File: src/rtl/epu_axi_slave_bridge_if.sv
// AXI4 slave-side bus bundle (AR/R/AW/W/B channels) between the interconnect and the EPU buffer bridge.
interface epu_axi_slave_bridge_if #(
  parameter int IDW = 8,
  parameter int AW  = 32,
  parameter int DW  = 32
);
  logic [IDW-1:0] ARID;
  logic [AW-1:0]  ARADDR;
  logic [3:0]     ARLEN;
  logic [2:0]     ARSIZE;
  logic [1:0]     ARBURST;
  logic           ARVALID;
  logic           ARREADY;

  logic [IDW-1:0] RID;
  logic [DW-1:0]  RDATA;
  logic [1:0]     RRESP;
  logic           RLAST;
  logic           RVALID;
  logic           RREADY;

  logic [IDW-1:0] AWID;
  logic [AW-1:0]  AWADDR;
  logic [3:0]     AWLEN;
  logic [2:0]     AWSIZE;
  logic [1:0]     AWBURST;
  logic           AWVALID;
  logic           AWREADY;

  logic [DW-1:0]  WDATA;
  logic [3:0]     WSTRB;
  logic           WLAST;
  logic           WVALID;
  logic           WREADY;

  logic [IDW-1:0] BID;
  logic [1:0]     BRESP;
  logic           BVALID;
  logic           BREADY;

  modport slave (
    input  ARID, ARADDR, ARLEN, ARSIZE, ARBURST, ARVALID,
    output ARREADY,
    output RID, RDATA, RRESP, RLAST, RVALID,
    input  RREADY,
    input  AWID, AWADDR, AWLEN, AWSIZE, AWBURST, AWVALID,
    output AWREADY,
    input  WDATA, WSTRB, WLAST, WVALID,
    output WREADY,
    output BID, BRESP, BVALID,
    input  BREADY
  );

  modport master (
    output ARID, ARADDR, ARLEN, ARSIZE, ARBURST, ARVALID,
    input  ARREADY,
    input  RID, RDATA, RRESP, RLAST, RVALID,
    output RREADY,
    output AWID, AWADDR, AWLEN, AWSIZE, AWBURST, AWVALID,
    input  AWREADY,
    output WDATA, WSTRB, WLAST, WVALID,
    input  WREADY,
    input  BID, BRESP, BVALID,
    output BREADY
  );
endinterface

File: src/rtl/epu_axi_slave_bridge.sv
// AXI4 slave -> EPU input buffer sequencer: each read beat is an address cycle plus a data cycle (first RVALID 2 cycles after AR),
// write beats stream once WDATA is reached; R/B wait on RREADY/BREADY, new bursts are refused while the EPU owns the buffer.
module epu_axi_slave_bridge #(
  parameter int IDW       = 8,
  parameter int AW        = 32,
  parameter int DW        = 32,
  parameter int BUF_BYTES = 262144
) (
  input  logic                   clk,
  input  logic                   rst,
  epu_axi_slave_bridge_if.slave  s_axi,
  input  logic                   epu_busy_i,
  output logic                   arhns_o,
  output logic                   awhns_o,
  output logic                   rhns_o,
  output logic                   whns_o,
  output logic                   rdfin_o,
  output logic                   wrfin_o,
  output logic                   cs_o,
  output logic                   oe_o,
  output logic [AW-1:0]          addr_o,
  output logic [DW-1:0]          wdata_o,
  input  logic [DW-1:0]          rdata_i
);

  typedef enum logic [2:0] {
    S_IDLE, S_RADDR, S_RDATA, S_WADDR, S_WDATA, S_WRESP
  } state_t;

  state_t         r_state;
  logic [IDW-1:0] r_id;
  logic [AW-1:0]  r_addr;
  logic [3:0]     r_len;
  logic [1:0]     r_burst;
  logic [3:0]     r_beat;
  logic           r_err;

  logic           w_idle_ok;
  logic           w_ar_hs;
  logic           w_aw_hs;
  logic           w_r_hs;
  logic           w_w_hs;
  logic           w_last_beat;
  logic           w_oor;
  logic [AW-1:0]  w_step;
  logic           w_unused;

  // Reads take priority over writes when both address channels are valid.
  assign w_idle_ok   = (r_state == S_IDLE) && !epu_busy_i && !rst;
  assign w_ar_hs     = w_idle_ok && s_axi.ARVALID;
  assign w_aw_hs     = w_idle_ok && !s_axi.ARVALID && s_axi.AWVALID;
  assign w_r_hs      = (r_state == S_RDATA) && s_axi.RREADY;
  assign w_w_hs      = (r_state == S_WDATA) && s_axi.WVALID;
  assign w_last_beat = (r_beat == r_len);
  assign w_oor       = (r_addr >= AW'(BUF_BYTES));
  assign w_step      = (r_burst == 2'b00) ? '0 : AW'(4);
  assign w_unused    = ^{s_axi.ARSIZE, s_axi.AWSIZE, s_axi.WSTRB};

  always_ff @(posedge clk) begin
    if (rst) begin
      r_state <= S_IDLE;
      r_id    <= '0;
      r_addr  <= '0;
      r_len   <= '0;
      r_burst <= '0;
      r_beat  <= '0;
      r_err   <= 1'b0;
    end else begin
      case (r_state)
        S_IDLE: begin
          if (w_ar_hs) begin
            r_id    <= s_axi.ARID;
            r_addr  <= s_axi.ARADDR;
            r_len   <= s_axi.ARLEN;
            r_burst <= s_axi.ARBURST;
            r_beat  <= '0;
            r_state <= S_RADDR;
          end else if (w_aw_hs) begin
            r_id    <= s_axi.AWID;
            r_addr  <= s_axi.AWADDR;
            r_len   <= s_axi.AWLEN;
            r_burst <= s_axi.AWBURST;
            r_beat  <= '0;
            r_err   <= 1'b0;
            r_state <= S_WADDR;
          end
        end
        S_RADDR: r_state <= S_RDATA;
        S_RDATA: begin
          if (w_r_hs) begin
            if (w_last_beat) begin
              r_state <= S_IDLE;
            end else begin
              r_beat  <= r_beat + 4'd1;
              r_addr  <= r_addr + w_step;
              r_state <= S_RADDR;
            end
          end
        end
        S_WADDR: r_state <= S_WDATA;
        S_WDATA: begin
          if (w_w_hs) begin
            r_beat <= r_beat + 4'd1;
            r_addr <= r_addr + w_step;
            // Sticky: any dropped beat or WLAST/LEN disagreement poisons the B response.
            if (w_oor || (s_axi.WLAST != w_last_beat)) r_err <= 1'b1;
            if (s_axi.WLAST || w_last_beat) r_state <= S_WRESP;
          end
        end
        S_WRESP: if (s_axi.BREADY) r_state <= S_IDLE;
        default: r_state <= S_IDLE;
      endcase
    end
  end

  assign s_axi.ARREADY = w_idle_ok;
  assign s_axi.AWREADY = w_idle_ok && !s_axi.ARVALID;
  assign s_axi.RVALID  = (r_state == S_RDATA);
  assign s_axi.RID     = r_id;
  assign s_axi.RLAST   = (r_state == S_RDATA) && w_last_beat;
  assign s_axi.RRESP   = ((r_state == S_RDATA) && w_oor) ? 2'b10 : 2'b00;
  assign s_axi.RDATA   = ((r_state == S_RDATA) && !w_oor) ? rdata_i : '0;
  assign s_axi.WREADY  = (r_state == S_WDATA);
  assign s_axi.BVALID  = (r_state == S_WRESP);
  assign s_axi.BID     = r_id;
  assign s_axi.BRESP   = ((r_state == S_WRESP) && r_err) ? 2'b10 : 2'b00;

  assign arhns_o = w_ar_hs;
  assign awhns_o = w_aw_hs;
  assign rhns_o  = w_r_hs;
  assign rdfin_o = w_r_hs && w_last_beat;
  assign whns_o  = w_w_hs && !w_oor;
  assign wrfin_o = w_w_hs && (s_axi.WLAST || w_last_beat);
  assign cs_o    = (r_state == S_RADDR) || (r_state == S_RDATA) ||
                   (r_state == S_WADDR) || (r_state == S_WDATA);
  assign oe_o    = (r_state == S_RADDR) || (r_state == S_RDATA);
  assign addr_o  = r_addr;
  assign wdata_o = s_axi.WDATA;

endmodule

File: src/flat_wrapper.sv
// flat-port wrapper written by rule: the top's interface ports become plain ports
module epu_axi_slave_bridge_flat 
#(
  parameter int IDW       = 8,
  parameter int AW        = 32,
  parameter int DW        = 32,
  parameter int BUF_BYTES = 262144
)
  (clk, rst, epu_busy_i, arhns_o, awhns_o, rhns_o, whns_o, rdfin_o, wrfin_o, cs_o, oe_o, addr_o, wdata_o, rdata_i, s_axi_ARID, s_axi_ARADDR, s_axi_ARLEN, s_axi_ARSIZE, s_axi_ARBURST, s_axi_ARVALID, s_axi_ARREADY, s_axi_RID, s_axi_RDATA, s_axi_RRESP, s_axi_RLAST, s_axi_RVALID, s_axi_RREADY, s_axi_AWID, s_axi_AWADDR, s_axi_AWLEN, s_axi_AWSIZE, s_axi_AWBURST, s_axi_AWVALID, s_axi_AWREADY, s_axi_WDATA, s_axi_WSTRB, s_axi_WLAST, s_axi_WVALID, s_axi_WREADY, s_axi_BID, s_axi_BRESP, s_axi_BVALID, s_axi_BREADY);
  epu_axi_slave_bridge_if #(.IDW(IDW), .AW(AW), .DW(DW)) s_axi_i ();
  input  logic clk;
  input  logic rst;
  input  logic epu_busy_i;
  output logic arhns_o;
  output logic awhns_o;
  output logic rhns_o;
  output logic whns_o;
  output logic rdfin_o;
  output logic wrfin_o;
  output logic cs_o;
  output logic oe_o;
  output logic [AW-1:0] addr_o;
  output logic [DW-1:0] wdata_o;
  input  logic [DW-1:0] rdata_i;
  input wire logic [$bits(s_axi_i.ARID)-1:0] s_axi_ARID;
  input wire logic [$bits(s_axi_i.ARADDR)-1:0] s_axi_ARADDR;
  input wire logic [$bits(s_axi_i.ARLEN)-1:0] s_axi_ARLEN;
  input wire logic [$bits(s_axi_i.ARSIZE)-1:0] s_axi_ARSIZE;
  input wire logic [$bits(s_axi_i.ARBURST)-1:0] s_axi_ARBURST;
  input wire logic [$bits(s_axi_i.ARVALID)-1:0] s_axi_ARVALID;
  output wire logic [$bits(s_axi_i.ARREADY)-1:0] s_axi_ARREADY;
  output wire logic [$bits(s_axi_i.RID)-1:0] s_axi_RID;
  output wire logic [$bits(s_axi_i.RDATA)-1:0] s_axi_RDATA;
  output wire logic [$bits(s_axi_i.RRESP)-1:0] s_axi_RRESP;
  output wire logic [$bits(s_axi_i.RLAST)-1:0] s_axi_RLAST;
  output wire logic [$bits(s_axi_i.RVALID)-1:0] s_axi_RVALID;
  input wire logic [$bits(s_axi_i.RREADY)-1:0] s_axi_RREADY;
  input wire logic [$bits(s_axi_i.AWID)-1:0] s_axi_AWID;
  input wire logic [$bits(s_axi_i.AWADDR)-1:0] s_axi_AWADDR;
  input wire logic [$bits(s_axi_i.AWLEN)-1:0] s_axi_AWLEN;
  input wire logic [$bits(s_axi_i.AWSIZE)-1:0] s_axi_AWSIZE;
  input wire logic [$bits(s_axi_i.AWBURST)-1:0] s_axi_AWBURST;
  input wire logic [$bits(s_axi_i.AWVALID)-1:0] s_axi_AWVALID;
  output wire logic [$bits(s_axi_i.AWREADY)-1:0] s_axi_AWREADY;
  input wire logic [$bits(s_axi_i.WDATA)-1:0] s_axi_WDATA;
  input wire logic [$bits(s_axi_i.WSTRB)-1:0] s_axi_WSTRB;
  input wire logic [$bits(s_axi_i.WLAST)-1:0] s_axi_WLAST;
  input wire logic [$bits(s_axi_i.WVALID)-1:0] s_axi_WVALID;
  output wire logic [$bits(s_axi_i.WREADY)-1:0] s_axi_WREADY;
  output wire logic [$bits(s_axi_i.BID)-1:0] s_axi_BID;
  output wire logic [$bits(s_axi_i.BRESP)-1:0] s_axi_BRESP;
  output wire logic [$bits(s_axi_i.BVALID)-1:0] s_axi_BVALID;
  input wire logic [$bits(s_axi_i.BREADY)-1:0] s_axi_BREADY;
  assign s_axi_i.ARID = s_axi_ARID;
  assign s_axi_i.ARADDR = s_axi_ARADDR;
  assign s_axi_i.ARLEN = s_axi_ARLEN;
  assign s_axi_i.ARSIZE = s_axi_ARSIZE;
  assign s_axi_i.ARBURST = s_axi_ARBURST;
  assign s_axi_i.ARVALID = s_axi_ARVALID;
  assign s_axi_ARREADY = s_axi_i.ARREADY;
  assign s_axi_RID = s_axi_i.RID;
  assign s_axi_RDATA = s_axi_i.RDATA;
  assign s_axi_RRESP = s_axi_i.RRESP;
  assign s_axi_RLAST = s_axi_i.RLAST;
  assign s_axi_RVALID = s_axi_i.RVALID;
  assign s_axi_i.RREADY = s_axi_RREADY;
  assign s_axi_i.AWID = s_axi_AWID;
  assign s_axi_i.AWADDR = s_axi_AWADDR;
  assign s_axi_i.AWLEN = s_axi_AWLEN;
  assign s_axi_i.AWSIZE = s_axi_AWSIZE;
  assign s_axi_i.AWBURST = s_axi_AWBURST;
  assign s_axi_i.AWVALID = s_axi_AWVALID;
  assign s_axi_AWREADY = s_axi_i.AWREADY;
  assign s_axi_i.WDATA = s_axi_WDATA;
  assign s_axi_i.WSTRB = s_axi_WSTRB;
  assign s_axi_i.WLAST = s_axi_WLAST;
  assign s_axi_i.WVALID = s_axi_WVALID;
  assign s_axi_WREADY = s_axi_i.WREADY;
  assign s_axi_BID = s_axi_i.BID;
  assign s_axi_BRESP = s_axi_i.BRESP;
  assign s_axi_BVALID = s_axi_i.BVALID;
  assign s_axi_i.BREADY = s_axi_BREADY;
  epu_axi_slave_bridge #(.IDW(IDW), .AW(AW), .DW(DW), .BUF_BYTES(BUF_BYTES)) u_core (.clk(clk), .rst(rst), .s_axi(s_axi_i), .epu_busy_i(epu_busy_i), .arhns_o(arhns_o), .awhns_o(awhns_o), .rhns_o(rhns_o), .whns_o(whns_o), .rdfin_o(rdfin_o), .wrfin_o(wrfin_o), .cs_o(cs_o), .oe_o(oe_o), .addr_o(addr_o), .wdata_o(wdata_o), .rdata_i(rdata_i));
endmodule
File: config.mk
export PLATFORM = sky130hd
export DESIGN_NAME = epu_axi_slave_bridge_flat
export DESIGN_NICKNAME = d
export VERILOG_FILES = /design/src/rtl/epu_axi_slave_bridge_if.sv /design/src/rtl/epu_axi_slave_bridge.sv /design/src/flat_wrapper.sv
export SDC_FILE = /design/constraint.sdc
export NUM_CORES = 1
export LEC_CHECK = 0
export BUFFER_PORTS_ARGS = -buffer_cell sky130_fd_sc_hd__buf_2
export CAP_MARGIN = 20
export CORE_AREA = 2 2 118 120
export DETAILED_ROUTE_END_ITERATION = 16
export DIE_AREA = 0 0 120 122
export GPL_ROUTABILITY_DRIVEN = 0
export GPL_TIMING_DRIVEN = 0
export PLACE_DENSITY_LB_ADDON = 0.08
export SLEW_MARGIN = 20
export SYNTH_ARGS = -nofsm -noshare
export SYNTH_HDL_FRONTEND = slang
export SYNTH_SLANG_ARGS = --single-unit
File: constraint.sdc
create_clock -name clk -period 4.8 [get_ports clk]
set_clock_uncertainty 0.1 [all_clocks]
set_input_delay 1.44 -clock clk [delete_from_list [all_inputs] [get_ports clk]]
set_output_delay 1.44 -clock clk [all_outputs]
set_load 0.01 [all_outputs]
==> reports/summary.txt <==
Postcts setup bufs: 0
Layout Cells excl Fill: 991
Synth top area cells: dfxtp_1, buf_4, and2_1, nand2_1, a21oi_1
Post-synth top area share: 26.05%
Die W: 120 um
Syn Area/Cell: 7.643 sq um
Seq/Total Area, Yosys: 26.05%
H-tree Lvls: 2
Synth warn: 0
Maximum vdd ir drop: 208.9 uV
Crit Reg-Reg Startpoint: u_core.r_burst[1]
Final Slew Violations: 0
Post-synth top flop: dfxtp_1
Vias per cell: 5.123
Crit path DAT: 3.02 ns
Final hold violation count: 0
Crit. End Element: output pin
Largest net degree at the start of global routing: 18
Ports: 305
Worst-margin pin slew: 0.8104 ns
Initial antenna violation count: 0
Crit path required time: 3.26 ns
Worst R2R End: u_core.addr_o[22]
Critical Path Start Type: primary input
Placed Instances: 983
Final net count: 989
Fillers: 1,440
Hold Crit Class: register to register
R2R depth: 9
P_leak: 0.002803 uW
Layout cell share with drive strength beyond 1: 43.90%
PortBufs: 259
Max-cap viol count: 0
Die area: 14,640 sq um
Tot Pwr: 2805 uW
# clock sinks: 54
CORE AREA: 13,500 sq um
Post-route ant nets: 0
Clock latency on the worst-skew pair: 0.30 ns
Starting DRT DRC Count: 317
CTS tree: yes
Hold path start: u_core.r_err
Syn Inst Count: 543
1st-pass router iterations: 5
# diodes: 0
Power per standard cell area: 479.5 nW/um^2
Status: finished clean
Root Driver: clkbuf_16
GR Overflow Total: 0
Cts bufs inserted: 5
Synth unique cells: 69
RSZ-0062 raised after global routing: no
Post-synth EDFFs: 0
Final Cell Area: 5851 sq um
Vias in the first global route: 4,729
Area after DPL: 5675 sq um
Final period util: 95.06%
Setup CP Type: primary input to output pin
Clock tree buffer depth: 2
Setup-failing EPs final: 0
Flops & latches, synth: 54
Num rows: 43
Die span in y: 122 um
DRC: 0
Hold Path Stages: 2
GRT Total Usage: 21.90%
Post-synth top area cell: dfxtp_1
Drt wl/cell: 16.97 um
Initial Util: 30.73%
Fmax: 219.2 MHz
Synth Cell Area: 4150 sq um
Reg clk slew, reported paths: 0.07 ns
Reg2reg setup slack: 2.07 ns
Via count: 5,077
Routed wire length: 16.81 mm
Post-DP HPWL: 12.90 mm
Tmin final: 4.563 ns
CP max FO: 10
Hold Path End: u_core.r_err
Max-slew headroom: 45.52%
Layout overhead on the synthesized area: 40.97%
Post-synth ARST share: 0%
Util after Layout: 43.32%
First-pass GRT wire length: 25.45 mm
## critical path: stages
cell and delay, ns:
buf_2 0.11, nor3_1 0.31, nand2_2 0.25, clkinv_2 0.26, buf_4 0.28, buf_4 0.21, buf_2 0.14
## cells by family (layout without fill, tap and decap cells)
group,count (synthesis),in the layout,synth area share [%]
fa+ha+maj,4,4,1.206
simple gates,225,225,28.67
compound gates,135,135,23.39
other cells,1,2,0.09036
buf+inv,94,361,13.29
mux,22,22,5.608
flops,54,54,26.05
xor+xnor,8,8,1.688
## Yosys cell counts, types with 2 or more instances
library cell,count
nand2_1,63
dfxtp_1,54
buf_4,45
a21oi_1,40
nor2_1,40
and2_1,39
clkbuf_1,21
a311oi_1,17
o21ai_0,14
nand3_1,13
nand4_1,13
buf_2,12
mux2i_1,12
nor3_1,12
inv_1,11
mux2_2,10
and3_1,8
o21ai_1,8
o32ai_1,8
xnor2_1,8
a32o_1,6
nor4_1,6
and4_1,5
o22ai_1,5
or3_1,5
a211oi_1,4
a22oi_1,4
ha_1,4
a22o_1,3
o211ai_1,3
a211o_1,2
a21boi_1,2
a31oi_1,2
buf_6,2
nand2b_1,2
nand3b_1,2
nor3b_1,2
nor4_2,2
o221a_1,2
o221a_2,2
o22a_1,2
## through the flow
stage / hold WS [ns] / setup TNS [ns] / setup slack [ns]
CTS: 0.3569 / 0 / 0.03708
global route: 0.3762 / 0 / 0.1027
finish: 0.3584 / 0 / 0.2372
global placement: 0.3439 / -0.07889 / -0.07889
floorplan: 0.3292 / 0 / 0.5798
detailed placement: 0.3415 / -0.1053 / -0.1053
## registers in the layout, summed over array words and instances, names as in the netlist
register and count:
u_core.r_state 3, u_core.s_axi.BID 8, u_core.r_err 1, u_core.r_len 4
u_core.addr_o 32, u_core.r_burst 2, u_core.r_beat 4
## cell type report
type	instances	area (sq um)	area share, %
tap	180	225.2	3.849
sequential	54	1081	18.48
buffer	81	505.5	8.640
inverter	13	50.05	0.8554
clock buffer	5	125.1	2.139
clock inverter	3	43.79	0.7485
multi-input combinational	396	2524	43.14
timing repair buffer	259	1296	22.16
## power breakdown
| part | switching (uW) | leakage (uW) | internal [uW] |
|---|---|---|---|
| combinational | 941 | 0.00228 | 637 |
| clock | 188 | 0.0000842 | 248 |
| sequential | 198 | 0.000442 | 593 |
## placed cells by master, fill, tap and decap left out, types with 3 or more instances in the layout
cell	instances
buf_2	270
nand2_1	62
dfxtp_1	54
buf_4	46
nor2_1	40
a21oi_1	40
and2_1	39
clkbuf_1	21
a311oi_1	17
o21ai_0	14
nand4_1	13
nand3_1	13
nor3_1	12
mux2i_1	12
inv_1	11
mux2_2	10
xnor2_1	8
and3_1	8
o32ai_1	8
o21ai_1	8
nor4_1	6
a32o_1	6
or3_1	5
and4_1	5
o22ai_1	5
clkbuf_16	5
a211oi_1	4
a22oi_1	4
ha_1	4
a22o_1	3
o211ai_1	3
## per-layer routing
layer | vias up | wire [um] | share of wire, % | track usage, %
li1 | 2468 | - | - | -
met1 | 2370 | 7232 | 43 | 28.76
met2 | 219 | 8036 | 48 | 36.61
met3 | 20 | 1294 | 7.7 | 4.448
met4 | 0 | 249 | 1.5 | 5.809
met5 | - | 0 | 0 | 0
## timing repair
action / 4_1_cts / 5_1_grt
endpoints found under the setup margin: 1 / 1
gates resized for setup: 1 / 2
hold buffers: 0 / 0
## worst max path at each step
stage / to / cells past startpoint / start
6_report: arhns_o / 7 / epu_busy_i
5_1_grt: arhns_o / 7 / epu_busy_i
4_1_cts: arhns_o / 7 / epu_busy_i
3_5_place_dp: arhns_o / 7 / epu_busy_i
3_3_place_gp: arhns_o / 7 / epu_busy_i
2_1_floorplan: awhns_o / 5 / rst
Power figures use the tool's default switching activity.
